===== src/rtl/drac_pkg.sv =====
// Shared types for the drac write-back stage: GL index and exception
// records, plus the commit-controller state encoding and retire width.
package drac_pkg;

   localparam int unsigned NUM_GL_ENTRIES = 32;
   localparam int unsigned COMMIT_WIDTH   = 2;

   typedef logic [$clog2(NUM_GL_ENTRIES)-1:0] gl_index_t;

   typedef struct packed {
      logic        valid;
      logic [5:0]  cause;
      logic [63:0] origin;
   } exception_t;

   typedef enum logic [1:0] {
      ST_RUN,
      ST_WAIT_STORE,
      ST_WAIT_CSR,
      ST_FLUSH
   } commit_state_t;

endpackage


===== src/rtl/gl_commit_ctrl_slot_sel.sv =====
// commit_slot_sel: picks how many of the two oldest GL entries retire
// together when the head itself is not waiting on a store/CSR/flush.
// The result is a thermometer read mask (00, 01 or 11).
module commit_slot_sel
   import drac_pkg::*;
(
   input  logic [COMMIT_WIDTH-1:0] valid_i,
   input  logic                    slot1_special_i,
   output logic [COMMIT_WIDTH-1:0] mask_o
);

   // Head retires alone unless slot1 is a plain finished entry.
   always_comb begin
      mask_o = '0;
      if (valid_i[0]) begin
         mask_o[0] = 1'b1;
         if (valid_i[1] && !slot1_special_i) begin
            mask_o[1] = 1'b1;
         end
      end
   end

endmodule


===== src/rtl/gl_commit_ctrl.sv =====
// gl_commit_ctrl: graduation-list consumer. Retires 0..2 head entries per
// cycle, serialises head stores and CSRs, and raises the precise-exception
// flush. Optional retired-instruction counter under `COMMIT_PERF_CNT_EN.
module gl_commit_ctrl
   import drac_pkg::*;
#(
   parameter int unsigned NUM_ENTRIES       = 32,
   parameter int unsigned STORE_ACK_TIMEOUT = 255
)(
   input  logic                             clk_i,
   input  logic                             rstn_i,
   input  logic [COMMIT_WIDTH-1:0]          instr_valid_i,
   input  logic [COMMIT_WIDTH-1:0]          instr_is_store_i,
   input  logic [COMMIT_WIDTH-1:0]          instr_is_csr_i,
   input  logic [COMMIT_WIDTH-1:0]          instr_ex_i,
   input  logic [COMMIT_WIDTH-1:0][63:0]    instr_pc_i,
   input  logic [$clog2(NUM_ENTRIES)-1:0]   gl_head_i,
   input  exception_t                       exception_i,
   input  logic [$clog2(NUM_ENTRIES)-1:0]   exception_index_i,
   input  logic                             store_ack_i,
   input  logic                             csr_done_i,
   output logic [COMMIT_WIDTH-1:0]          read_head_o,
   output logic [COMMIT_WIDTH-1:0]          commit_valid_o,
   output logic                             store_req_o,
   output logic                             csr_req_o,
   output logic                             flush_commit_o,
   output logic                             xcpt_valid_o,
   output exception_t                       xcpt_cause_o,
   output logic [63:0]                      xcpt_pc_o,
   output logic                             store_timeout_o,
   output logic [63:0]                      minstret_o
);

   localparam int unsigned TO_W = (STORE_ACK_TIMEOUT > 1) ? $clog2(STORE_ACK_TIMEOUT + 1) : 1;
   localparam logic [TO_W-1:0] TO_MAX  = TO_W'(STORE_ACK_TIMEOUT);
   localparam logic [TO_W-1:0] TO_LAST = TO_W'(STORE_ACK_TIMEOUT - 1);

   commit_state_t               state_q, state_d;
   logic [COMMIT_WIDTH-1:0]     read_head_d;
   logic                        store_req_d;
   logic                        csr_req_d;
   logic [COMMIT_WIDTH-1:0]     sel_mask;
   logic                        slot1_special;
   logic                        head_xcpt;
   logic                        flush_q;
   logic                        xcpt_valid_q;
   exception_t                  xcpt_cause_q;
   logic [63:0]                 xcpt_pc_q;
   logic [TO_W-1:0]             to_cnt_q;
   logic                        timeout_q;
   logic                        unused_pc1;

   assign unused_pc1    = ^instr_pc_i[1];
   assign slot1_special = instr_is_store_i[1] | instr_is_csr_i[1] | instr_ex_i[1];
   assign head_xcpt     = instr_ex_i[0] & exception_i.valid & (exception_index_i == gl_head_i);

   commit_slot_sel u_slot_sel (
      .valid_i         (instr_valid_i),
      .slot1_special_i (slot1_special),
      .mask_o          (sel_mask)
   );

   // Next state and the combinational handshake / read strobes.
   always_comb begin
      state_d     = state_q;
      read_head_d = '0;
      store_req_d = 1'b0;
      csr_req_d   = 1'b0;
      unique case (state_q)
         ST_RUN: begin
            if (instr_valid_i[0]) begin
               if (head_xcpt) begin
                  state_d = ST_FLUSH;
               end else if (instr_is_store_i[0]) begin
                  store_req_d = 1'b1;
                  state_d     = ST_WAIT_STORE;
               end else if (instr_is_csr_i[0]) begin
                  csr_req_d = 1'b1;
                  state_d   = ST_WAIT_CSR;
               end else begin
                  read_head_d = sel_mask;
               end
            end
         end
         ST_WAIT_STORE: begin
            store_req_d = 1'b1;
            if (store_ack_i) begin
               read_head_d = 2'b01;
               state_d     = ST_RUN;
            end
         end
         ST_WAIT_CSR: begin
            csr_req_d = 1'b1;
            if (csr_done_i) begin
               read_head_d = 2'b01;
               state_d     = ST_RUN;
            end
         end
         ST_FLUSH: state_d = ST_RUN;
         default:  state_d = ST_RUN;
      endcase
   end

   // Combinational outputs are masked by reset so an abandoned wait drops its request at once.
   assign read_head_o    = read_head_d & {COMMIT_WIDTH{rstn_i}};
   assign commit_valid_o = read_head_o;
   assign store_req_o    = store_req_d & rstn_i;
   assign csr_req_o      = csr_req_d & rstn_i;

   // FSM state, exception report, flush pulse and store-ack watchdog.
   always_ff @(posedge clk_i or negedge rstn_i) begin
      if (!rstn_i) begin
         state_q      <= ST_RUN;
         flush_q      <= 1'b0;
         xcpt_valid_q <= 1'b0;
         xcpt_cause_q <= '0;
         xcpt_pc_q    <= '0;
         to_cnt_q     <= '0;
         timeout_q    <= 1'b0;
      end else begin
         state_q <= state_d;
         if (state_q == ST_RUN && state_d == ST_FLUSH) begin
            flush_q      <= 1'b1;
            xcpt_valid_q <= 1'b1;
            xcpt_cause_q <= exception_i;
            xcpt_pc_q    <= instr_pc_i[0];
         end else if (state_q == ST_FLUSH) begin
            flush_q      <= 1'b0;
            xcpt_valid_q <= 1'b0;
         end
         if (state_q == ST_WAIT_STORE && !store_ack_i) begin
            if (to_cnt_q != TO_MAX) begin
               to_cnt_q <= to_cnt_q + TO_W'(1);
            end
            if (to_cnt_q >= TO_LAST) begin
               timeout_q <= 1'b1;
            end
         end else begin
            to_cnt_q <= '0;
         end
      end
   end

   assign flush_commit_o  = flush_q;
   assign xcpt_valid_o    = xcpt_valid_q;
   assign xcpt_cause_o    = xcpt_cause_q;
   assign xcpt_pc_o       = xcpt_pc_q;
   assign store_timeout_o = timeout_q;

`ifdef COMMIT_PERF_CNT_EN
   logic [63:0] minstret_q;
   logic [63:0] retire_cnt;

   // Population count of this cycle's retire pulses.
   always_comb begin
      retire_cnt = '0;
      for (int unsigned k = 0; k < COMMIT_WIDTH; k++) begin
         retire_cnt = retire_cnt + 64'(commit_valid_o[k]);
      end
   end

   // Retired-instruction counter, wraps modulo 2^64.
   always_ff @(posedge clk_i or negedge rstn_i) begin
      if (!rstn_i) begin
         minstret_q <= '0;
      end else begin
         minstret_q <= minstret_q + retire_cnt;
      end
   end

   assign minstret_o = minstret_q;
`else
   assign minstret_o = '0;
`endif

endmodule


===== config.mk =====
export PLATFORM = sky130hd
export DESIGN_NAME = gl_commit_ctrl
export DESIGN_NICKNAME = d
export VERILOG_FILES = /design/src/rtl/drac_pkg.sv /design/src/rtl/gl_commit_ctrl_slot_sel.sv /design/src/rtl/gl_commit_ctrl.sv
export SDC_FILE = /design/constraint.sdc
export NUM_CORES = 1
export LEC_CHECK = 0
export BUFFER_PORTS_ARGS = -buffer_cell sky130_fd_sc_hd__buf_2
export CORE_AREA = 2 2 169 171
export CTS_CLUSTER_SIZE = 12
export DETAILED_ROUTE_END_ITERATION = 12
export DIE_AREA = 0 0 171 173
export MAX_ROUTING_LAYER = met4
export PLACE_DENSITY = 0.55
export SETUP_SLACK_MARGIN = 0.2
export SLEW_MARGIN = 0
export SYNTH_ARGS = -nofsm -noshare
export SYNTH_HDL_FRONTEND = slang
export SYNTH_HIERARCHICAL = 1
export SYNTH_SLANG_ARGS = --single-unit

===== constraint.sdc =====
create_clock -name clk_i -period 1.85 [get_ports clk_i]
set_input_delay 0.0925 -clock clk_i [delete_from_list [all_inputs] [get_ports clk_i]]
set_output_delay 0.0925 -clock clk_i [all_outputs]
set_load 0.1 [all_outputs]

; Word level (Yosys, flattened, before mapping)
; Index checks and enable logic that the tools add are counted.
[totals]
reg_bits = 147
inputBits = 221
elab_cells = 60
[op_classes]
addsub = 1
order_cmp = 1
n_eq_ne = 7
mux = 28
n_bitwise = 7
reduce_logical = 8
[op_table]
columns = operator, count
row1 = $mux W2, 10
row2 = $mux W8, 2
row3 = $mux W1, 12
row4 = $add A8 B1 Y8 const B, 1
row5 = $ge A8 B8 Y1 const B, 1
row6 = $ne A8 B8 Y1 const B, 1
row7 = $pmux W2 S4, 1
row8 = $eq A2 B2 Y1 const B, 3
row9 = $pmux W2 S3, 1
row10 = $eq A5 B5 Y1, 1
row11 = $and A1 B1 Y1, 4
row12 = $pmux W1 S2, 2
row13 = $logic_and A1 B1 Y1, 3
row14 = $and A2 B2 Y2, 1
row15 = $eq A2 B1 Y1 const B, 1
row16 = $logic_not A1 Y1, 2
row17 = $logic_not A2 Y1, 1
row18 = $ne A2 B1 Y1 const B, 1
row19 = $or A1 B1 Y1, 2
row20 = $reduce_and A2 Y1, 1
row21 = $reduce_bool A2 Y1, 1

; Depth between registers and ports, before layout
; Gate-level depths: netlist of the first run.
[logic_depth]
ltp_word = 11
depth_mapped = 6
depth_no_buf = 5

; Hierarchy
; Netlist of the first run, hierarchy kept.
[modules_own_cells]
columns = mod, instances, cells_per_inst, area_per_inst_um2, seq_area_each_um2
row1 = gl_commit_ctrl, 1, 439, 6799.0, 3678.5
row2 = commit_slot_sel, 1, 2, 16.3, 0.0

; Least setup slack after synthesis of the first run
; No wires, ideal clock.
[synth_path]
path_kind = register -> output
startpoint = register state_q[1]
endpoint = output read_head_o[0]
arrival_time_ns = 2.218
path_slack_ns = -0.460
path_stages_with_launch = 7
path_buffers = 2
cell_sequence = dfrtp_1 clkbuf_1 nand2b_1 nor4_1 and3_1 a22o_1 buf_4
[synth_between]
elab_chain_len = 3
[synth_lines]
columns = element, line_no
row1 = from (decl), gl_commit_ctrl.sv:38  ; commit_state_t state_q, state_d;
row2 = from (signal assigned), gl_commit_ctrl.sv:121  ; state_q <= state_d;
row3 = "$eq A2 B2 Y1, or another cell as far along", gl_commit_ctrl.sv:69  ; unique case (state_q)
row4 = $pmux W2 S3 *, gl_commit_ctrl.sv:69
row5 = $and A2 B2 Y2 *, gl_commit_ctrl.sv:105  ; assign read_head_o = read_head_d & {COMMIT_WIDTH{rstn_i}};
row6 = to (decl), gl_commit_ctrl.sv:22  ; output logic [COMMIT_WIDTH-1:0] read_head_o,
; Mark *: on every way between the ends. The rest lies on a longest branch, timed or not.

; Final worst setup path of the first run
; Ends and elaborated chain as after synthesis.

==> out/results.txt, run 1 <==
Run status: complete, no violations
Crit end category: output pin
Tightest hold margin: 116 ps
R2r startpoint: state_q[1]
Relative max-transition margin: 0.575
Core area: 27,600 um2
Critical path fanouts, max: 2
Clock slew at reported path FFs: 70 ps
Final routed wirelength across all metal layers: 18,900 um
Static Leak: 6.07 nW
Total Neg Setup Slack: 0 ps
Cell count after synthesis: 441
Timing endpoint of the critical path: read_head_o[0]
Power density relative to cell area: 1070 nW/um2
Count of fill cells added during filler insertion: 2,638
Path type of the worst setup path: reg2out
Crit share post-route: 0.990
Sink Count: 147
DR DRC count: 0
Final critical delay including setup and external delays: 1830 ps
Unrepaired setup endpoints after global routing: yes
Worst-margin pin slew: 638 ps
Detailed router's first-iteration violation count: 192
Final number of max-transition violations: 0
Weighted congestion reported at the end of routability-driven placement: 0.758
Total inserted antenna cells: 0
Post-Synthesis Cell Area: 6820 um2
Fraction of the yosys area taken by sequential cells: 0.540
TritonCTS clock tree: yes
Overall track demand over capacity in global routing: 0.128
Via density: 3.89
Upper clock frequency limit: 546 MHz
Mean Syn Cell Area: 15.5 um2
# setup viols final: 0
X dimension of the die: 171 um
Port Buffer Count: 300
Startpoint types: register
Site Rows: 61
Maximum number of buffers from clock root to sink: 2
Count of maximum capacitance violations: 0
Number of global-route vias before repair: 5,146
First-pass GRT wire length: 28,400 um
Setup slack after placement: 106 ps
Root Buffer Master: clkbuf_16
Main synth FF type: dfrtp_1
Synth-to-layout area growth: 57.2%
Via total after detailed routing: 4,997
Proportion of synthesized flip-flops having asynchronous set or reset: 1.00
Pin count of the biggest net entering global routing: 98
Netlist cell types: 41
Largest clock skew in the final design: 8.65 ps
Skew-Pair Late Insertion Delay: 410 ps
Grt total ovfl: 0
R2R Path End: xcpt_cause_o[14]
Data arrival time at the worst-slack endpoint: 1740 ps
Synthesis Warnings: 6
Number of clock buffers inserted by TritonCTS: 17
Worst reg-to-reg setup slack: 130 ps
Effective utilization at floorplan: 0.247
H-tree levels: 4
Proportion of layout cells with a drive suffix above 1: 0.529
Count of TritonRoute iterations in the first routing pass: 4
Worst r2r path cells: 6
DIE AREA: 29,600 um2
Number of nets still failing antenna checks after routing: 0
Detailed-route wire length per cell: 14.7 um
PnR worst setup slack: 19.1 ps
Die Y-Extent: 173 um
Hold Violations, Final: 0
Required time of the worst setup path: 1760 ps
Worst min path class: in2reg
CP startpoint: state_q[1]
HPWL reported at the end of detailed placement: 12,000 um
Count of state elements after synthesis: 147
Boundary Pins: 429
Antenna violations before repair: 0
Final #Nets: 1,118
Worst voltage drop across the vdd grid: 0.531 mV
EDFF count, synth: 0
==> flip-flops by register name (all words and copies together) (netlist names) <==
signal,cells
to_cnt_q,8
xcpt_cause_o,71
xcpt_pc_o,64
store_timeout_o,1
state_q,2
xcpt_valid_o,1
==> synthesized netlist by cell type, types with 2 or more instances <==
master	instances	area [um2]
a31oi_1	4	25.0
nand2_1	11	41.3
buf_6	15	169
dfrtp_1	147	3680
or3_1	2	12.5
a21oi_1	4	20.0
nor2_1	6	22.5
mux2_4	120	1800
o21ai_0	3	15.0
inv_1	2	7.51
mux2_1	14	158
and3_1	4	25.0
ha_1	2	25.0
nor3_1	2	10.0
nand3_1	2	10.0
a211oi_1	2	15.0
nand2b_1	3	18.8
xor2_1	6	52.6
buf_4	68	510
clkbuf_1	2	7.51
and4_1	2	17.5
==> area by class of cell <==
type,instances,area [um2],share of cell area
repair buffers,457,3280,0.306
multi-input cells,270,2730,0.255
well taps,378,473,0.0441
clock inverters,14,120,0.0112
inverters,2,7.51,0.000701
flip-flops and latches,147,3680,0.343
clock buffers,17,425,0.0397
==> critical path: stages, from the launching register on <==
cell      delay [ps]
dfrtp_1          390
buf_6            120
nand2b_4         140
nor4_4           140
and3_4           220
a22o_4           150
buf_12           180
==> layout by cell type, fill, tap and decap left out, types with 2 or more instances in the layout <==
cell type        n
or3_1            2
mux2_1          14
and4_1           2
buf_4            8
a211oi_1         2
inv_6            5
buf_12           8
buf_2          293
clkbuf_16       17
nor3_1           2
nor4_4           2
inv_1            2
conb_1          64
mux2_4         120
dfrtp_1        147
and3_4           2
nand2_1         11
buf_6            5
o21ai_0          3
and3_1           2
ha_1             2
a21oi_1          4
xor2_1           6
dlygate4sd3_1  137
buf_16           5
nand2b_1         2
nand3_1          2
inv_8            2
clkinvlp_4       6
a31oi_1          4
nor2_1           6
==> where the power goes <==
group / leakage (nW) / total [mW] / switching (mW) / internal (mW)
registers: 2.02 / 3.71 / 0.179 / 3.53
logic: 3.80 / 4.50 / 3.52 / 0.972
clock network: 0.249 / 3.26 / 1.51 / 1.75
total: 6.07 / 11.5 / 5.21 / 6.25
==> worst min path at each step <==
stage	to	slack (ps)	cells after the start	start
after CTS	to_cnt_q[2]	100	5	store_ack_i
after global routing	to_cnt_q[4]	120	5	store_ack_i
after global placement	state_q[0]	-80	1	rstn_i
after floorplan	state_q[0]	-200	0	rstn_i
final	to_cnt_q[7]	120	3	store_ack_i
after detailed placement	state_q[0]	-80	1	rstn_i
==> cell families after synthesis <==
| family | share of synthesized area |
|---|---|
| muxes | 0.289 |
| adders and majority gates | 0.00367 |
| buffers and inverters | 0.102 |
| xor gates and xnor gates | 0.00900 |
| DFF | 0.540 |
| and+or+nand+nor | 0.0353 |
| other | 0.000550 |
| AOI/OAI and AO/OA | 0.0207 |
==> layer usage <==
metal	track usage	vias to the layer above	routed length (um)
li1	-	2314	-
met1	0.138	2480	7620
met2	0.227	183	9930
met3	0.0293	20	961
met4	0.0438	0	386
met5	-	-	0
==> through the flow <==
stage	total power [mW]	std cells	cell area (um2)	util
floorplan	7.37	504	7090	-
global placement	7.99	1109	8590	0.311
detailed placement	8.01	1109	8590	0.311
CTS	11.6	1284	10700	0.387
global route	11.9	1285	10700	0.388
finish	11.5	1285	10700	0.388
==> timing repair <==
| action | 4_1_cts | 5_1_grt |
|---|---|---|
| resized for setup | 11 | 1 |
| pin swaps | 1 | 3 |
| setup buffers | 3 | 1 |
| endpoints found under the hold margin | 283 | 0 |
| gates cloned | 4 | 0 |
| hold buffers | 137 | 0 |
| endpoints found under the setup margin | 43 | 138 |
No activity file was read; power rests on OpenSTA's default activity.
==> inputs of run 2 (changes only) <==
==> constraint.sdc (replaced) <==
create_clock -name clk_i -period 1.85 [get_ports clk_i]
set_input_delay 0.37 -clock clk_i [delete_from_list [all_inputs] [get_ports clk_i]]
set_output_delay 0.37 -clock clk_i [all_outputs]
set_load 0.1 [all_outputs]
==> run 2 against run 1 <==
Effect of this change:
- the flow now finishes with violations (hold timing, setup timing)
- final area down 3.9%
- die area unchanged
- global-route usage down 0.42 points
- largest power group unchanged
- critical path depth down 1
- highest routed layer unchanged
- flip-flop and latch count unchanged
- sequential share of layout area up 1.4 points
- clock power up 9.2%
- utilization down 1.5 points
- largest cell class unchanged
- register-to-register slack worse by 290 ps
- first-iteration DRC count down 16%
- routed wire length down 4.1%
==> out/results.txt, run 2 (same netlist as run 1, synthesis figures left out) <==
Run status: complete, but fails checks
Failing checks: hold timing, setup timing
Number of clock buffers inserted by TritonCTS: 17 (unchanged)
Switching power share of the total: 0.446 (-0.00832)
Total Neg Setup Slack: -7610 ps (-7610 ps)
# setup viols final: 113 (+113)
Static Leak: 5.99 nW (-1.4%)
Count of hold-fix buffers inserted at cts: 0 (-100%)
Data arrival time at the worst-slack endpoint: 1760 ps (+20 ps)
Skew-Pair Late Insertion Delay: 420 ps (about the same)
Crit end category: output pin
Power density relative to cell area: 1130 nW/um2 (+5.4%)
Worst-margin pin slew: 660 ps (+22.6 ps)
Pin count of the biggest net entering global routing: 97 (-1.0%)
Worst path bufs/invs: 2 (unchanged)
Boundary Pins: 429 (unchanged)
Crit share post-route: 1.15 (+0.159)
Commonest non-fill, non-tap cells in the layout: 283 x buf_2, 146 x dfrtp_1, 134 x mux2_4, 64 x conb_1, 22 x buf_4
Crit path largest cell delay: 400 ps (about the same)
Clock slew at reported path FFs: 70 ps (about the same)
R2R Path End: xcpt_cause_o[33]
R2r startpoint: state_q[0]
Overall power after layout: 11.6 mW (+1.3%)
Root Buffer Master: clkbuf_16
Layout Utilization: 0.373 (-0.0151)
Internal power summed over all cells: 6.43 mW (+2.8%)
DIE AREA: 29,600 um2 (unchanged)
Fraction of power consumed by sequential logic: 0.319 (-0.005)
Detailed-route wire length per cell: 15.2 um (+3.3%)
X dimension of the die: 171 um (unchanged)
Path type of the worst setup path: reg2out
H-tree levels: 4 (unchanged)
PnR worst setup slack: -275 ps (-294 ps)
Count of maximum capacitance violations: 0 (unchanged)
Number of nets still failing antenna checks after routing: 0 (unchanged)
Cell breakdown of the critical path: buf_6 > nor4_4 > and3_1 > a22o_4 > buf_12
Synth-to-layout area growth: 51.1%
HPWL reported at the end of detailed placement: 12,600 um (+4.8%)
Combinational power share: 0.374 (-0.018)
Largest register FFs: 71 (unchanged)
Hold Violations, Final: 7 (+7)
Number of global-route vias before repair: 4,615 (-10%)
Unrepaired setup endpoints after global routing: yes
Most frequent standard cell in the layout excluding fill and tap cells: buf_2
Worst reg-to-reg setup slack: -160 ps (-290 ps)
Critical path fanouts, max: 4 (+2)
Overall track demand over capacity in global routing: 0.123 (-0.00418)
TritonCTS clock tree: yes
Via density: 3.86 (-0.85%)
Required time of the worst setup path: 1480 ps (-280 ps)
Antenna violations before repair: 1 (+1)
Largest clock skew in the final design: 9.80 ps (+1.15 ps)
Worst min path class: in2async
Maximum number of buffers from clock root to sink: 2 (unchanged)
Power share of the clock group: 0.306 (+0.022)
Via total after detailed routing: 4,600 (-7.9%)
Worst voltage drop across the vdd grid: 0.557 mV (+4.8%)
Count of TritonRoute iterations in the first routing pass: 4 (unchanged)
Die Y-Extent: 173 um (unchanged)
Tightest hold margin: -12.3 ps (-128 ps)
Final routed wirelength across all metal layers: 18,100 um (-4.1%)
Final critical delay including setup and external delays: 2130 ps (+294 ps)
Count of fill cells added during filler insertion: 2,684 (+1.7%)
Detailed router's first-iteration violation count: 161 (-16%)
Switching power of the nets: 5.18 mW (-0.58%)
Effective utilization at floorplan: 0.247 (unchanged)
Port Buffer Count: 300 (unchanged)
Site Rows: 61 (unchanged)
First-pass GRT wire length: 27,000 um (-5.1%)
Slowest library cell on the worst path: dfrtp_1
Final #Nets: 1,024 (-8.4%)
Core area: 27,600 um2 (unchanged)
Sink Count: 147 (unchanged)
Proportion of layout cells with a drive suffix above 1: 0.668 (+0.139)
Relative max-transition margin: 0.560 (-0.0151)
Crit path max-delay family: simple AND/OR/NAND/NOR gates
Worst r2r path cells: 10 (+4)
DR DRC count: 0 (unchanged)
Weighted congestion reported at the end of routability-driven placement: 0.778 (+2.5%)
Setup slack after placement: -312 ps (-418 ps)
Grt total ovfl: 0 (unchanged)
Final number of max-transition violations: 0 (unchanged)
Startpoint types: register
Upper clock frequency limit: 471 MHz (-14%)
-- run 2: worst max-delay path by stage --
stage / from / endpoint / slack (ps) / depth (start not counted)
after CTS: state_q[0] / read_head_o[0] / -300 / 5
after detailed placement: gl_head_i[2] / xcpt_pc_o[33] / -310 / 7
after global placement: gl_head_i[2] / xcpt_cause_o[49] / -310 / 7
after global routing: state_q[0] / read_head_o[0] / -340 / 5
after floorplan: gl_head_i[2] / read_head_o[0] / -90 / 5
final: state_q[0] / read_head_o[0] / -280 / 5
-- run 2: per-stage QoR --
stage / cells / cell area, um2
global route: 1193 / 10300
floorplan: 504 / 7170
detailed placement: 1123 / 8820
finish: 1193 / 10300
CTS: 1186 / 10200
global placement: 1123 / 8820
-- run 2: timing repair --
item                       in CTS  in global routing
gates resized for setup        58                 14
cloned                         12                  1
buffers inserted               19                  5
setup endpoints to repair     104                148
pin swaps                       8                  4
-- run 2: power by group through the flow --
stage                     logic, mW  clock network [mW]  registers, mW
after floorplan                1.33                   0           6.06
after detailed placement       4.28                   0           3.76
after CTS                      4.34                3.70           3.71
final                          4.35                3.56           3.71
after global routing           4.47                3.88           3.75
after global placement         4.28                   0           3.75
-- run 2: metal layers --
metal / part of all wire / GRT usage / wire length, um / up-vias
met5: 0 / - / 0 / -
met4: 0.020 / 0.0438 / 358 / 0
met3: 0.065 / 0.0332 / 1170 / 17
met2: 0.51 / 0.208 / 9210 / 194
met1: 0.41 / 0.140 / 7400 / 2261
li1: - / - / - / 2128
-- run 2: final cells by class --
| type | instances | area, um2 | share of cell area |
|---|---|---|---|
| Clock inverter | 14 | 169 | 0.0164 |
| Tap cell | 378 | 473 | 0.0459 |
| Timing Repair Buffer | 363 | 2710 | 0.263 |
| Sequential cell | 147 | 3680 | 0.357 |
| Inverter | 2 | 7.51 | 0.000729 |
| Clock buffer | 18 | 429 | 0.0417 |
| Antenna cell | 1 | 2.50 | 0.000243 |
| Multi-Input combinational cell | 270 | 2830 | 0.274 |
